<file path="config.mk">
export PLATFORM = sky130hd
export DESIGN_NAME = axi4lite_regbridge_flat
export DESIGN_NICKNAME = d
export VERILOG_FILES = /design/src/rtl/axi4lite_regbridge_if.sv /design/src/rtl/axi4lite_regbridge.sv /design/src/flat_wrapper.sv
export SDC_FILE = /design/constraint.sdc
export NUM_CORES = 1
export LEC_CHECK = 0
export BUFFER_PORTS_ARGS = -buffer_cell sky130_fd_sc_hd__buf_2
export CAP_MARGIN = 20
export CORE_ASPECT_RATIO = 0.5
export CORE_MARGIN = 2
export CORE_UTILIZATION = 38
export CTS_CLUSTER_DIAMETER = 200
export DETAILED_ROUTE_END_ITERATION = 16
export GPL_ROUTABILITY_DRIVEN = 0
export RECOVER_POWER = 25
export SETUP_SLACK_MARGIN = 0.15
export SLEW_MARGIN = 20
export SYNTH_ARGS = -nofsm -noshare
export SYNTH_HDL_FRONTEND = slang
export SYNTH_SLANG_ARGS = --single-unit
</file>
<file path="constraint.sdc">
create_clock -name ACLK -period 2.8 [get_ports ACLK]
set_clock_uncertainty 0.05 [all_clocks]
set_input_delay 0.42 -clock ACLK [delete_from_list [all_inputs] [get_ports ACLK]]
set_output_delay 0.42 -clock ACLK [all_outputs]
set_load 0.02 [all_outputs]
</file>
<file path="src/rtl/axi4lite_regbridge_if.sv">
// Signal bundle between the SoC AXI4-Lite interconnect, the register bridge and the generated regmap.
// The slave modport is the bridge view; the master modport is the surrounding system (interconnect plus regmap).
interface axi4lite_regbridge_if #(
    parameter int DATA_WIDTH = 32,
    parameter int ADDR_WIDTH = 32
);
    localparam int STRB_W = DATA_WIDTH / 8;

    logic [ADDR_WIDTH-1:0] AWADDR;
    logic                  AWVALID;
    logic                  AWREADY;
    logic [DATA_WIDTH-1:0] WDATA;
    logic [STRB_W-1:0]     WSTRB;
    logic                  WVALID;
    logic                  WREADY;
    logic [1:0]            BRESP;
    logic                  BVALID;
    logic                  BREADY;
    logic [ADDR_WIDTH-1:0] ARADDR;
    logic                  ARVALID;
    logic                  ARREADY;
    logic [DATA_WIDTH-1:0] RDATA;
    logic [1:0]            RRESP;
    logic                  RVALID;
    logic                  RREADY;

    logic                  bus_req;
    logic                  bus_req_is_wr;
    logic [ADDR_WIDTH-1:0] bus_addr;
    logic [DATA_WIDTH-1:0] bus_wr_data;
    logic [DATA_WIDTH-1:0] bus_wr_biten;
    logic                  bus_req_stall_wr;
    logic                  bus_req_stall_rd;
    logic                  bus_ready;
    logic [DATA_WIDTH-1:0] bus_rd_data;
    logic                  bus_rd_err;
    logic                  bus_wr_err;

    modport slave (
        input  AWADDR, AWVALID, WDATA, WSTRB, WVALID, BREADY, ARADDR, ARVALID, RREADY,
        output AWREADY, WREADY, BRESP, BVALID, ARREADY, RDATA, RRESP, RVALID,
        output bus_req, bus_req_is_wr, bus_addr, bus_wr_data, bus_wr_biten,
        input  bus_req_stall_wr, bus_req_stall_rd, bus_ready, bus_rd_data, bus_rd_err, bus_wr_err
    );

    modport master (
        output AWADDR, AWVALID, WDATA, WSTRB, WVALID, BREADY, ARADDR, ARVALID, RREADY,
        input  AWREADY, WREADY, BRESP, BVALID, ARREADY, RDATA, RRESP, RVALID,
        input  bus_req, bus_req_is_wr, bus_addr, bus_wr_data, bus_wr_biten,
        output bus_req_stall_wr, bus_req_stall_rd, bus_ready, bus_rd_data, bus_rd_err, bus_wr_err
    );
endinterface

</file>
<file path="src/rtl/axi4lite_regbridge.sv">
// AXI4-Lite slave to Bus2Reg master bridge: one-slot AW/W/AR capture, round-robin grant,
// address-window DECERR, regmap error propagation and a request timeout answered with SLVERR.
module axi4lite_regbridge #(
    parameter int                    DATA_WIDTH     = 32,
    parameter int                    ADDR_WIDTH     = 32,
    parameter logic [ADDR_WIDTH-1:0] ADDR_LO        = '0,
    parameter logic [ADDR_WIDTH-1:0] ADDR_HI        = ADDR_WIDTH'('hFFF),
    parameter int                    TIMEOUT_CYCLES = 256
) (
    input  logic ACLK,
    input  logic ARESETN,
    axi4lite_regbridge_if.slave bif
);
    localparam int STRB_W = DATA_WIDTH / 8;
    localparam int LSB_W  = $clog2(STRB_W);
    localparam int TMR_W  = (TIMEOUT_CYCLES > 0) ? $clog2(TIMEOUT_CYCLES + 1) : 1;
    localparam logic [TMR_W-1:0] TMR_LAST = TMR_W'((TIMEOUT_CYCLES > 0) ? TIMEOUT_CYCLES - 1 : 0);

    localparam logic [1:0] RESP_OKAY   = 2'b00;
    localparam logic [1:0] RESP_SLVERR = 2'b10;
    localparam logic [1:0] RESP_DECERR = 2'b11;

    typedef enum logic [1:0] {ST_IDLE, ST_REQ, ST_RESP} state_t;

    logic                  active_reg;
    logic                  aw_full_reg;
    logic [ADDR_WIDTH-1:0] aw_addr_reg;
    logic                  w_full_reg;
    logic [DATA_WIDTH-1:0] w_data_reg;
    logic [STRB_W-1:0]     w_strb_reg;
    logic                  ar_full_reg;
    logic [ADDR_WIDTH-1:0] ar_addr_reg;

    state_t                state_reg;
    logic                  last_wr_reg;
    logic                  cur_wr_reg;
    logic                  bus_req_reg;
    logic [ADDR_WIDTH-1:0] bus_addr_reg;
    logic [DATA_WIDTH-1:0] wr_data_reg;
    logic [DATA_WIDTH-1:0] biten_reg;
    logic [TMR_W-1:0]      timer_reg;
    logic                  rvalid_reg;
    logic                  bvalid_reg;
    logic [DATA_WIDTH-1:0] rdata_reg;
    logic [1:0]            rresp_reg;
    logic [1:0]            bresp_reg;

    logic aw_hs, w_hs, ar_hs, r_done, b_done;
    logic aw_have, w_have, ar_have;
    logic [ADDR_WIDTH-1:0] aw_addr_cur, ar_addr_cur, sel_addr, sel_addr_aligned;
    logic [DATA_WIDTH-1:0] w_data_cur, biten_cur;
    logic [STRB_W-1:0]     w_strb_cur;
    logic wr_lo_ok, rd_lo_ok, wr_in_win, rd_in_win, sel_in_win;
    logic wr_elig, rd_elig, grant_wr, grant_any;

    assign bif.AWREADY = active_reg & ~aw_full_reg;
    assign bif.WREADY  = active_reg & ~w_full_reg;
    assign bif.ARREADY = active_reg & ~ar_full_reg;

    assign aw_hs  = bif.AWVALID & bif.AWREADY;
    assign w_hs   = bif.WVALID  & bif.WREADY;
    assign ar_hs  = bif.ARVALID & bif.ARREADY;
    assign r_done = rvalid_reg & bif.RREADY;
    assign b_done = bvalid_reg & bif.BREADY;

    // A channel accepted this cycle is visible to the grant logic at once, saving a cycle of latency.
    assign aw_have     = aw_full_reg | aw_hs;
    assign w_have      = w_full_reg  | w_hs;
    assign ar_have     = ar_full_reg | ar_hs;
    assign aw_addr_cur = aw_full_reg ? aw_addr_reg : bif.AWADDR;
    assign ar_addr_cur = ar_full_reg ? ar_addr_reg : bif.ARADDR;
    assign w_data_cur  = w_full_reg  ? w_data_reg  : bif.WDATA;
    assign w_strb_cur  = w_full_reg  ? w_strb_reg  : bif.WSTRB;

    generate
        if (ADDR_LO == '0) begin : g_lo_open
            assign wr_lo_ok = 1'b1;
            assign rd_lo_ok = 1'b1;
        end else begin : g_lo_cmp
            assign wr_lo_ok = (aw_addr_cur >= ADDR_LO);
            assign rd_lo_ok = (ar_addr_cur >= ADDR_LO);
        end
    endgenerate

    assign wr_in_win = wr_lo_ok & (aw_addr_cur <= ADDR_HI);
    assign rd_in_win = rd_lo_ok & (ar_addr_cur <= ADDR_HI);

    // Stalls only block transactions that would reach the regmap; decode errors answer regardless.
    assign wr_elig   = aw_have & w_have & (~wr_in_win | ~bif.bus_req_stall_wr);
    assign rd_elig   = ar_have & (~rd_in_win | ~bif.bus_req_stall_rd);
    assign grant_wr  = wr_elig & (~rd_elig | ~last_wr_reg);
    assign grant_any = wr_elig | rd_elig;

    assign sel_addr         = grant_wr ? aw_addr_cur : ar_addr_cur;
    assign sel_in_win       = grant_wr ? wr_in_win : rd_in_win;
    assign sel_addr_aligned = {sel_addr[ADDR_WIDTH-1:LSB_W], {LSB_W{1'b0}}};

    for (genvar gi = 0; gi < STRB_W; gi++) begin : g_biten
        assign biten_cur[8*gi +: 8] = {8{w_strb_cur[gi]}};
    end

    always_ff @(posedge ACLK) begin
        if (!ARESETN) begin
            active_reg  <= 1'b0;
            aw_full_reg <= 1'b0;
            w_full_reg  <= 1'b0;
            ar_full_reg <= 1'b0;
            aw_addr_reg <= '0;
            w_data_reg  <= '0;
            w_strb_reg  <= '0;
            ar_addr_reg <= '0;
        end else begin
            active_reg <= 1'b1;
            if (aw_hs) begin
                aw_full_reg <= 1'b1;
                aw_addr_reg <= bif.AWADDR;
            end else if (b_done) begin
                aw_full_reg <= 1'b0;
            end
            if (w_hs) begin
                w_full_reg <= 1'b1;
                w_data_reg <= bif.WDATA;
                w_strb_reg <= bif.WSTRB;
            end else if (b_done) begin
                w_full_reg <= 1'b0;
            end
            if (ar_hs) begin
                ar_full_reg <= 1'b1;
                ar_addr_reg <= bif.ARADDR;
            end else if (r_done) begin
                ar_full_reg <= 1'b0;
            end
        end
    end

    always_ff @(posedge ACLK) begin
        if (!ARESETN) begin
            state_reg    <= ST_IDLE;
            last_wr_reg  <= 1'b0;
            cur_wr_reg   <= 1'b0;
            bus_req_reg  <= 1'b0;
            bus_addr_reg <= '0;
            wr_data_reg  <= '0;
            biten_reg    <= '0;
            timer_reg    <= '0;
            rvalid_reg   <= 1'b0;
            bvalid_reg   <= 1'b0;
            rdata_reg    <= '0;
            rresp_reg    <= RESP_OKAY;
            bresp_reg    <= RESP_OKAY;
        end else begin
            case (state_reg)
                ST_IDLE: begin
                    if (grant_any) begin
                        last_wr_reg  <= grant_wr;
                        cur_wr_reg   <= grant_wr;
                        bus_addr_reg <= sel_addr_aligned;
                        wr_data_reg  <= grant_wr ? w_data_cur : '0;
                        biten_reg    <= grant_wr ? biten_cur : '0;
                        if (sel_in_win) begin
                            state_reg   <= ST_REQ;
                            bus_req_reg <= 1'b1;
                            timer_reg   <= '0;
                        end else begin
                            state_reg <= ST_RESP;
                            rdata_reg <= '0;
                            if (grant_wr) begin
                                bvalid_reg <= 1'b1;
                                bresp_reg  <= RESP_DECERR;
                            end else begin
                                rvalid_reg <= 1'b1;
                                rresp_reg  <= RESP_DECERR;
                            end
                        end
                    end
                end
                ST_REQ: begin
                    if (bif.bus_ready) begin
                        bus_req_reg <= 1'b0;
                        state_reg   <= ST_RESP;
                        if (cur_wr_reg) begin
                            bvalid_reg <= 1'b1;
                            bresp_reg  <= bif.bus_wr_err ? RESP_SLVERR : RESP_OKAY;
                        end else begin
                            rvalid_reg <= 1'b1;
                            rresp_reg  <= bif.bus_rd_err ? RESP_SLVERR : RESP_OKAY;
                            rdata_reg  <= bif.bus_rd_data;
                        end
                    end else if ((TIMEOUT_CYCLES != 0) && (timer_reg == TMR_LAST)) begin
                        bus_req_reg <= 1'b0;
                        state_reg   <= ST_RESP;
                        rdata_reg   <= '0;
                        if (cur_wr_reg) begin
                            bvalid_reg <= 1'b1;
                            bresp_reg  <= RESP_SLVERR;
                        end else begin
                            rvalid_reg <= 1'b1;
                            rresp_reg  <= RESP_SLVERR;
                        end
                    end else begin
                        timer_reg <= timer_reg + 1'b1;
                    end
                end
                ST_RESP: begin
                    if (r_done || b_done) begin
                        rvalid_reg <= 1'b0;
                        bvalid_reg <= 1'b0;
                        state_reg  <= ST_IDLE;
                    end
                end
                default: state_reg <= ST_IDLE;
            endcase
        end
    end

    assign bif.bus_req       = bus_req_reg;
    assign bif.bus_req_is_wr = cur_wr_reg;
    assign bif.bus_addr      = bus_addr_reg;
    assign bif.bus_wr_data   = wr_data_reg;
    assign bif.bus_wr_biten  = biten_reg;
    assign bif.RVALID        = rvalid_reg;
    assign bif.RDATA         = rdata_reg;
    assign bif.RRESP         = rresp_reg;
    assign bif.BVALID        = bvalid_reg;
    assign bif.BRESP         = bresp_reg;
endmodule

</file>
<file path="src/flat_wrapper.sv">
// flat-port wrapper written by rule: the top's interface ports become plain ports
module axi4lite_regbridge_flat 
#(
    parameter int                    DATA_WIDTH     = 32,
    parameter int                    ADDR_WIDTH     = 32,
    parameter logic [ADDR_WIDTH-1:0] ADDR_LO        = '0,
    parameter logic [ADDR_WIDTH-1:0] ADDR_HI        = ADDR_WIDTH'('hFFF),
    parameter int                    TIMEOUT_CYCLES = 256
)
  (ACLK, ARESETN, bif_AWADDR, bif_AWVALID, bif_WDATA, bif_WSTRB, bif_WVALID, bif_BREADY, bif_ARADDR, bif_ARVALID, bif_RREADY, bif_AWREADY, bif_WREADY, bif_BRESP, bif_BVALID, bif_ARREADY, bif_RDATA, bif_RRESP, bif_RVALID, bif_bus_req, bif_bus_req_is_wr, bif_bus_addr, bif_bus_wr_data, bif_bus_wr_biten, bif_bus_req_stall_wr, bif_bus_req_stall_rd, bif_bus_ready, bif_bus_rd_data, bif_bus_rd_err, bif_bus_wr_err);
  axi4lite_regbridge_if #(.DATA_WIDTH(DATA_WIDTH), .ADDR_WIDTH(ADDR_WIDTH)) bif_i ();
  input  logic ACLK;
  input  logic ARESETN;
  input wire logic [$bits(bif_i.AWADDR)-1:0] bif_AWADDR;
  input wire logic [$bits(bif_i.AWVALID)-1:0] bif_AWVALID;
  input wire logic [$bits(bif_i.WDATA)-1:0] bif_WDATA;
  input wire logic [$bits(bif_i.WSTRB)-1:0] bif_WSTRB;
  input wire logic [$bits(bif_i.WVALID)-1:0] bif_WVALID;
  input wire logic [$bits(bif_i.BREADY)-1:0] bif_BREADY;
  input wire logic [$bits(bif_i.ARADDR)-1:0] bif_ARADDR;
  input wire logic [$bits(bif_i.ARVALID)-1:0] bif_ARVALID;
  input wire logic [$bits(bif_i.RREADY)-1:0] bif_RREADY;
  output wire logic [$bits(bif_i.AWREADY)-1:0] bif_AWREADY;
  output wire logic [$bits(bif_i.WREADY)-1:0] bif_WREADY;
  output wire logic [$bits(bif_i.BRESP)-1:0] bif_BRESP;
  output wire logic [$bits(bif_i.BVALID)-1:0] bif_BVALID;
  output wire logic [$bits(bif_i.ARREADY)-1:0] bif_ARREADY;
  output wire logic [$bits(bif_i.RDATA)-1:0] bif_RDATA;
  output wire logic [$bits(bif_i.RRESP)-1:0] bif_RRESP;
  output wire logic [$bits(bif_i.RVALID)-1:0] bif_RVALID;
  output wire logic [$bits(bif_i.bus_req)-1:0] bif_bus_req;
  output wire logic [$bits(bif_i.bus_req_is_wr)-1:0] bif_bus_req_is_wr;
  output wire logic [$bits(bif_i.bus_addr)-1:0] bif_bus_addr;
  output wire logic [$bits(bif_i.bus_wr_data)-1:0] bif_bus_wr_data;
  output wire logic [$bits(bif_i.bus_wr_biten)-1:0] bif_bus_wr_biten;
  input wire logic [$bits(bif_i.bus_req_stall_wr)-1:0] bif_bus_req_stall_wr;
  input wire logic [$bits(bif_i.bus_req_stall_rd)-1:0] bif_bus_req_stall_rd;
  input wire logic [$bits(bif_i.bus_ready)-1:0] bif_bus_ready;
  input wire logic [$bits(bif_i.bus_rd_data)-1:0] bif_bus_rd_data;
  input wire logic [$bits(bif_i.bus_rd_err)-1:0] bif_bus_rd_err;
  input wire logic [$bits(bif_i.bus_wr_err)-1:0] bif_bus_wr_err;
  assign bif_i.AWADDR = bif_AWADDR;
  assign bif_i.AWVALID = bif_AWVALID;
  assign bif_i.WDATA = bif_WDATA;
  assign bif_i.WSTRB = bif_WSTRB;
  assign bif_i.WVALID = bif_WVALID;
  assign bif_i.BREADY = bif_BREADY;
  assign bif_i.ARADDR = bif_ARADDR;
  assign bif_i.ARVALID = bif_ARVALID;
  assign bif_i.RREADY = bif_RREADY;
  assign bif_AWREADY = bif_i.AWREADY;
  assign bif_WREADY = bif_i.WREADY;
  assign bif_BRESP = bif_i.BRESP;
  assign bif_BVALID = bif_i.BVALID;
  assign bif_ARREADY = bif_i.ARREADY;
  assign bif_RDATA = bif_i.RDATA;
  assign bif_RRESP = bif_i.RRESP;
  assign bif_RVALID = bif_i.RVALID;
  assign bif_bus_req = bif_i.bus_req;
  assign bif_bus_req_is_wr = bif_i.bus_req_is_wr;
  assign bif_bus_addr = bif_i.bus_addr;
  assign bif_bus_wr_data = bif_i.bus_wr_data;
  assign bif_bus_wr_biten = bif_i.bus_wr_biten;
  assign bif_i.bus_req_stall_wr = bif_bus_req_stall_wr;
  assign bif_i.bus_req_stall_rd = bif_bus_req_stall_rd;
  assign bif_i.bus_ready = bif_bus_ready;
  assign bif_i.bus_rd_data = bif_bus_rd_data;
  assign bif_i.bus_rd_err = bif_bus_rd_err;
  assign bif_i.bus_wr_err = bif_bus_wr_err;
  axi4lite_regbridge #(.DATA_WIDTH(DATA_WIDTH), .ADDR_WIDTH(ADDR_WIDTH), .ADDR_LO(ADDR_LO), .ADDR_HI(ADDR_HI), .TIMEOUT_CYCLES(TIMEOUT_CYCLES)) u_core (.ACLK(ACLK), .ARESETN(ARESETN), .bif(bif_i));
endmodule
</file>
==> reports/qor.csv <==
stage,metric,value,unit
status,status,finished clean,
grt,grt_antenna_before_repair,2,
sta,setup_violations,0,
floorplan,start_util,38.72,%
logic_synthesis,yosys_warnings,0,
logic_synthesis,async_flop_share,0,%
worst_setup_path,worstSetupPathType,flop to flop,
placed_design,dp_slack,-0.1204,ns
grt,grtUsageMet2,35.32,%
floorplan,num_io_pins,283,
worst_setup_path,cp_max_fo,8,
detailed_routing,drtIter0Drc,719,
cts,worstSkewPairLatency,0.52,ns
cts,clkTransAtPathRegs,0.07,ns
pwr,power.leakage,5.075,nW
floorplan,die_h,117.4,µm
logic_synthesis,synth.distinct_cells,59,
logic_synthesis,synth.ff_latch_count,217,
sta,clock.fmax,362.1,MHz
grt,grt_pass1_wl,46.82,mm
sta,period_needed,2.762,ns
grt,met3_usage,3.405,%
grt,grtUsageTotal,21.21,%
sta,max-slew-margin-rel,52.28,%
worst_setup_path,critPathArrivalTime,3.16,ns
layout,nFillCells,2438,
pwr,powerDensity,640.9,nW/µm²
cts,cts_buffer_depth,3,
grt,grt_max_degree,88,
layout,multi_input_area,5149,µm²
cts,htree_num_levels,1,
floorplan,fp.coreArea,25240,µm²
floorplan,dieArea,27090,µm²
logic_synthesis,netlist_area,9772,µm²
grt,globalRouteMet1Util,27.81,%
sta,finalHoldViolCount,0,
sta,period_share,98.64,%
floorplan,rows,41,
layout,synthToLayoutAreaGrowth,29.87,%
layout,final_common_cell,nand2_1,
min_path,hold_path.class,input pin to flop,
logic_synthesis,synth_edf_count,0,
detailed_routing,viasPerCell,5.240,
placed_design,dp_hpwl,19.73,mm
detailed_routing,routed_wl,30.73,mm
cts,numCtsBuffers,22,
job,cap_violations,0,
detailed_routing,post-route-drc-count,0,
sta,drv_slew,0,
layout,drive_above_1_share,30.69,%
sta,rsz0062_at_grt,yes,
worst_setup_path,start_kind,flop,
logic_synthesis,avgSynthCellArea,8.632,µm²
grt,gr-max-usage-layer,met2,
detailed_routing,via_count,9087,
cts,root_buffer,clkbuf_16,
worst_setup_path,critPathRequiredTime,3.20,ns
pwr,ir_drop,0.3289,mV
sta,fin_tns_setup,0,ns
logic_synthesis,synth_ff_type,dfxtp_1,
grt,grt_overflow,0,
sta,holdWs,0.08941,ns
logic_synthesis,ys_seq_area_share,44.46,%
detailed_routing,wire_per_inst,17.72,µm
cts,cts_tree,done,
detailed_routing,first_pass_iters,6,
sta,worstMarginPinSlew,0.7157,ns
cts,cts_sinks,217,
cts,cts_hold_buf,0,
logic_synthesis,synthCells,1132,
worst_setup_path,endpoint_kind,flop,
detailed_routing,drtAntennaViolNets,0,
sta,final.setup.worst_slack,0.03813,ns
layout,mostFrequentLayoutCells,"nand2_1 (269), dfxtp_1 (214), buf_2 (194)",
grt,grt_pass1_vias,8699,
layout,final_nets,1521,
floorplan,fp.dieW,230.8,µm
layout,regArea,4350,µm²
placed_design,io_buffer_count,276,
[layout make-up]
cell class	instances	share of cell area, %
diodes	2	0.03944
well taps	344	3.392
repair buffers	330	15.53
multi-input cells	799	40.57
clock inverters	6	0.8577
clock buffers	31	5.166
inverters	5	0.1676
flip-flops and latches	217	34.28
[path summary, 6_finish.rpt]
kind                                        endpoint                                from  cells after the start  slack [ns]
hold reg to reg   u_core.w_data_reg[28]$_SDFFE_PN0P_  u_core.w_data_reg[28]$_SDFFE_PN0P_                      2        0.40
setup reg to reg    u_core.bif.RDATA[5]$_SDFFE_PN0P_     u_core.aw_full_reg$_SDFFE_PN0P_                     11        0.04
hold / removal     u_core.bif.RDATA[11]$_SDFFE_PN0P_                 bif_bus_rd_data[11]                      3        0.09
setup / recovery    u_core.bif.RDATA[5]$_SDFFE_PN0P_     u_core.aw_full_reg$_SDFFE_PN0P_                     11        0.04
[metrics by stage]
step	cell area (µm²)	total power [W]	cells	utilization [%]
finish	12690	0.008133	1734	50.28
global route	12690	0.008456	1734	50.28
CTS	12290	0.008014	1723	48.69
detailed placement	11320	0.004747	1676	44.84
global placement	11320	0.004717	1676	44.84
floorplan	9776	0.004316	1133	-
[cells in the mapped netlist (all sizes together), types with 3 or more instances]
cell type / n / area [µm²]
xor2: 6 / 52.55
and2: 4 / 25.02
nand4: 7 / 43.79
nor2: 60 / 227.7
nand3b: 3 / 22.52
nor2b: 6 / 37.54
nand2b: 5 / 31.28
nor4: 12 / 75.07
buf: 51 / 385.4
mux2: 68 / 765.7
or2: 5 / 31.28
mux2i: 91 / 910.9
nand3: 35 / 175.2
nor3: 7 / 35.03
a22oi: 36 / 270.3
nand2: 270 / 1013
o21ai: 33 / 168.9
dfxtp: 217 / 4344
clkbuf: 61 / 231.5
a21oi: 115 / 579.3
inv: 4 / 15.01
[where the power goes]
part           internal [W]  switching (W)
Combinational      0.000699       0.000917
Sequential          0.00325       0.000109
Clock               0.00190        0.00126
Total               0.00585        0.00228
[worst max-delay path: stages (launching register included)]
cell	delay, ns
dfxtp_4	0.38
or4_4	0.53
o22a_1	0.26
a2111oi_4	0.20
buf_4	0.19
buf_4	0.11
or2_2	0.12
o211ai_1	0.11
nand3b_1	0.20
buf_6	0.17
buf_12	0.15
mux2i_2	0.20
[routing by layer]
metal | up-vias | wire, µm
met5 | - | 0
met4 | 0 | 938
met3 | 65 | 1437
met2 | 279 | 15000
met1 | 4396 | 13350
li1 | 4347 | -
[cell families (layout without fill, tap and decap cells)]
family,after synthesis,after routing,synth area share [%]
mux,159,159,17.16
fa+ha+maj,2,2,0.2560
simple gates,428,428,18.71
compound gates,201,201,12.25
buf+inv,117,372,6.504
other cells,1,4,0.03838
xor+xnor,7,7,0.6274
flops,217,217,44.46
[what timing repair did]
action | CTS | global route
endpoints found under the setup margin | 104 | 111
gates resized for setup | 18 | 112
buffers inserted | 5 | 4
pin swaps | 1 | 9
gates cloned | 5 | 5
(Power assumes the default switching activity.)
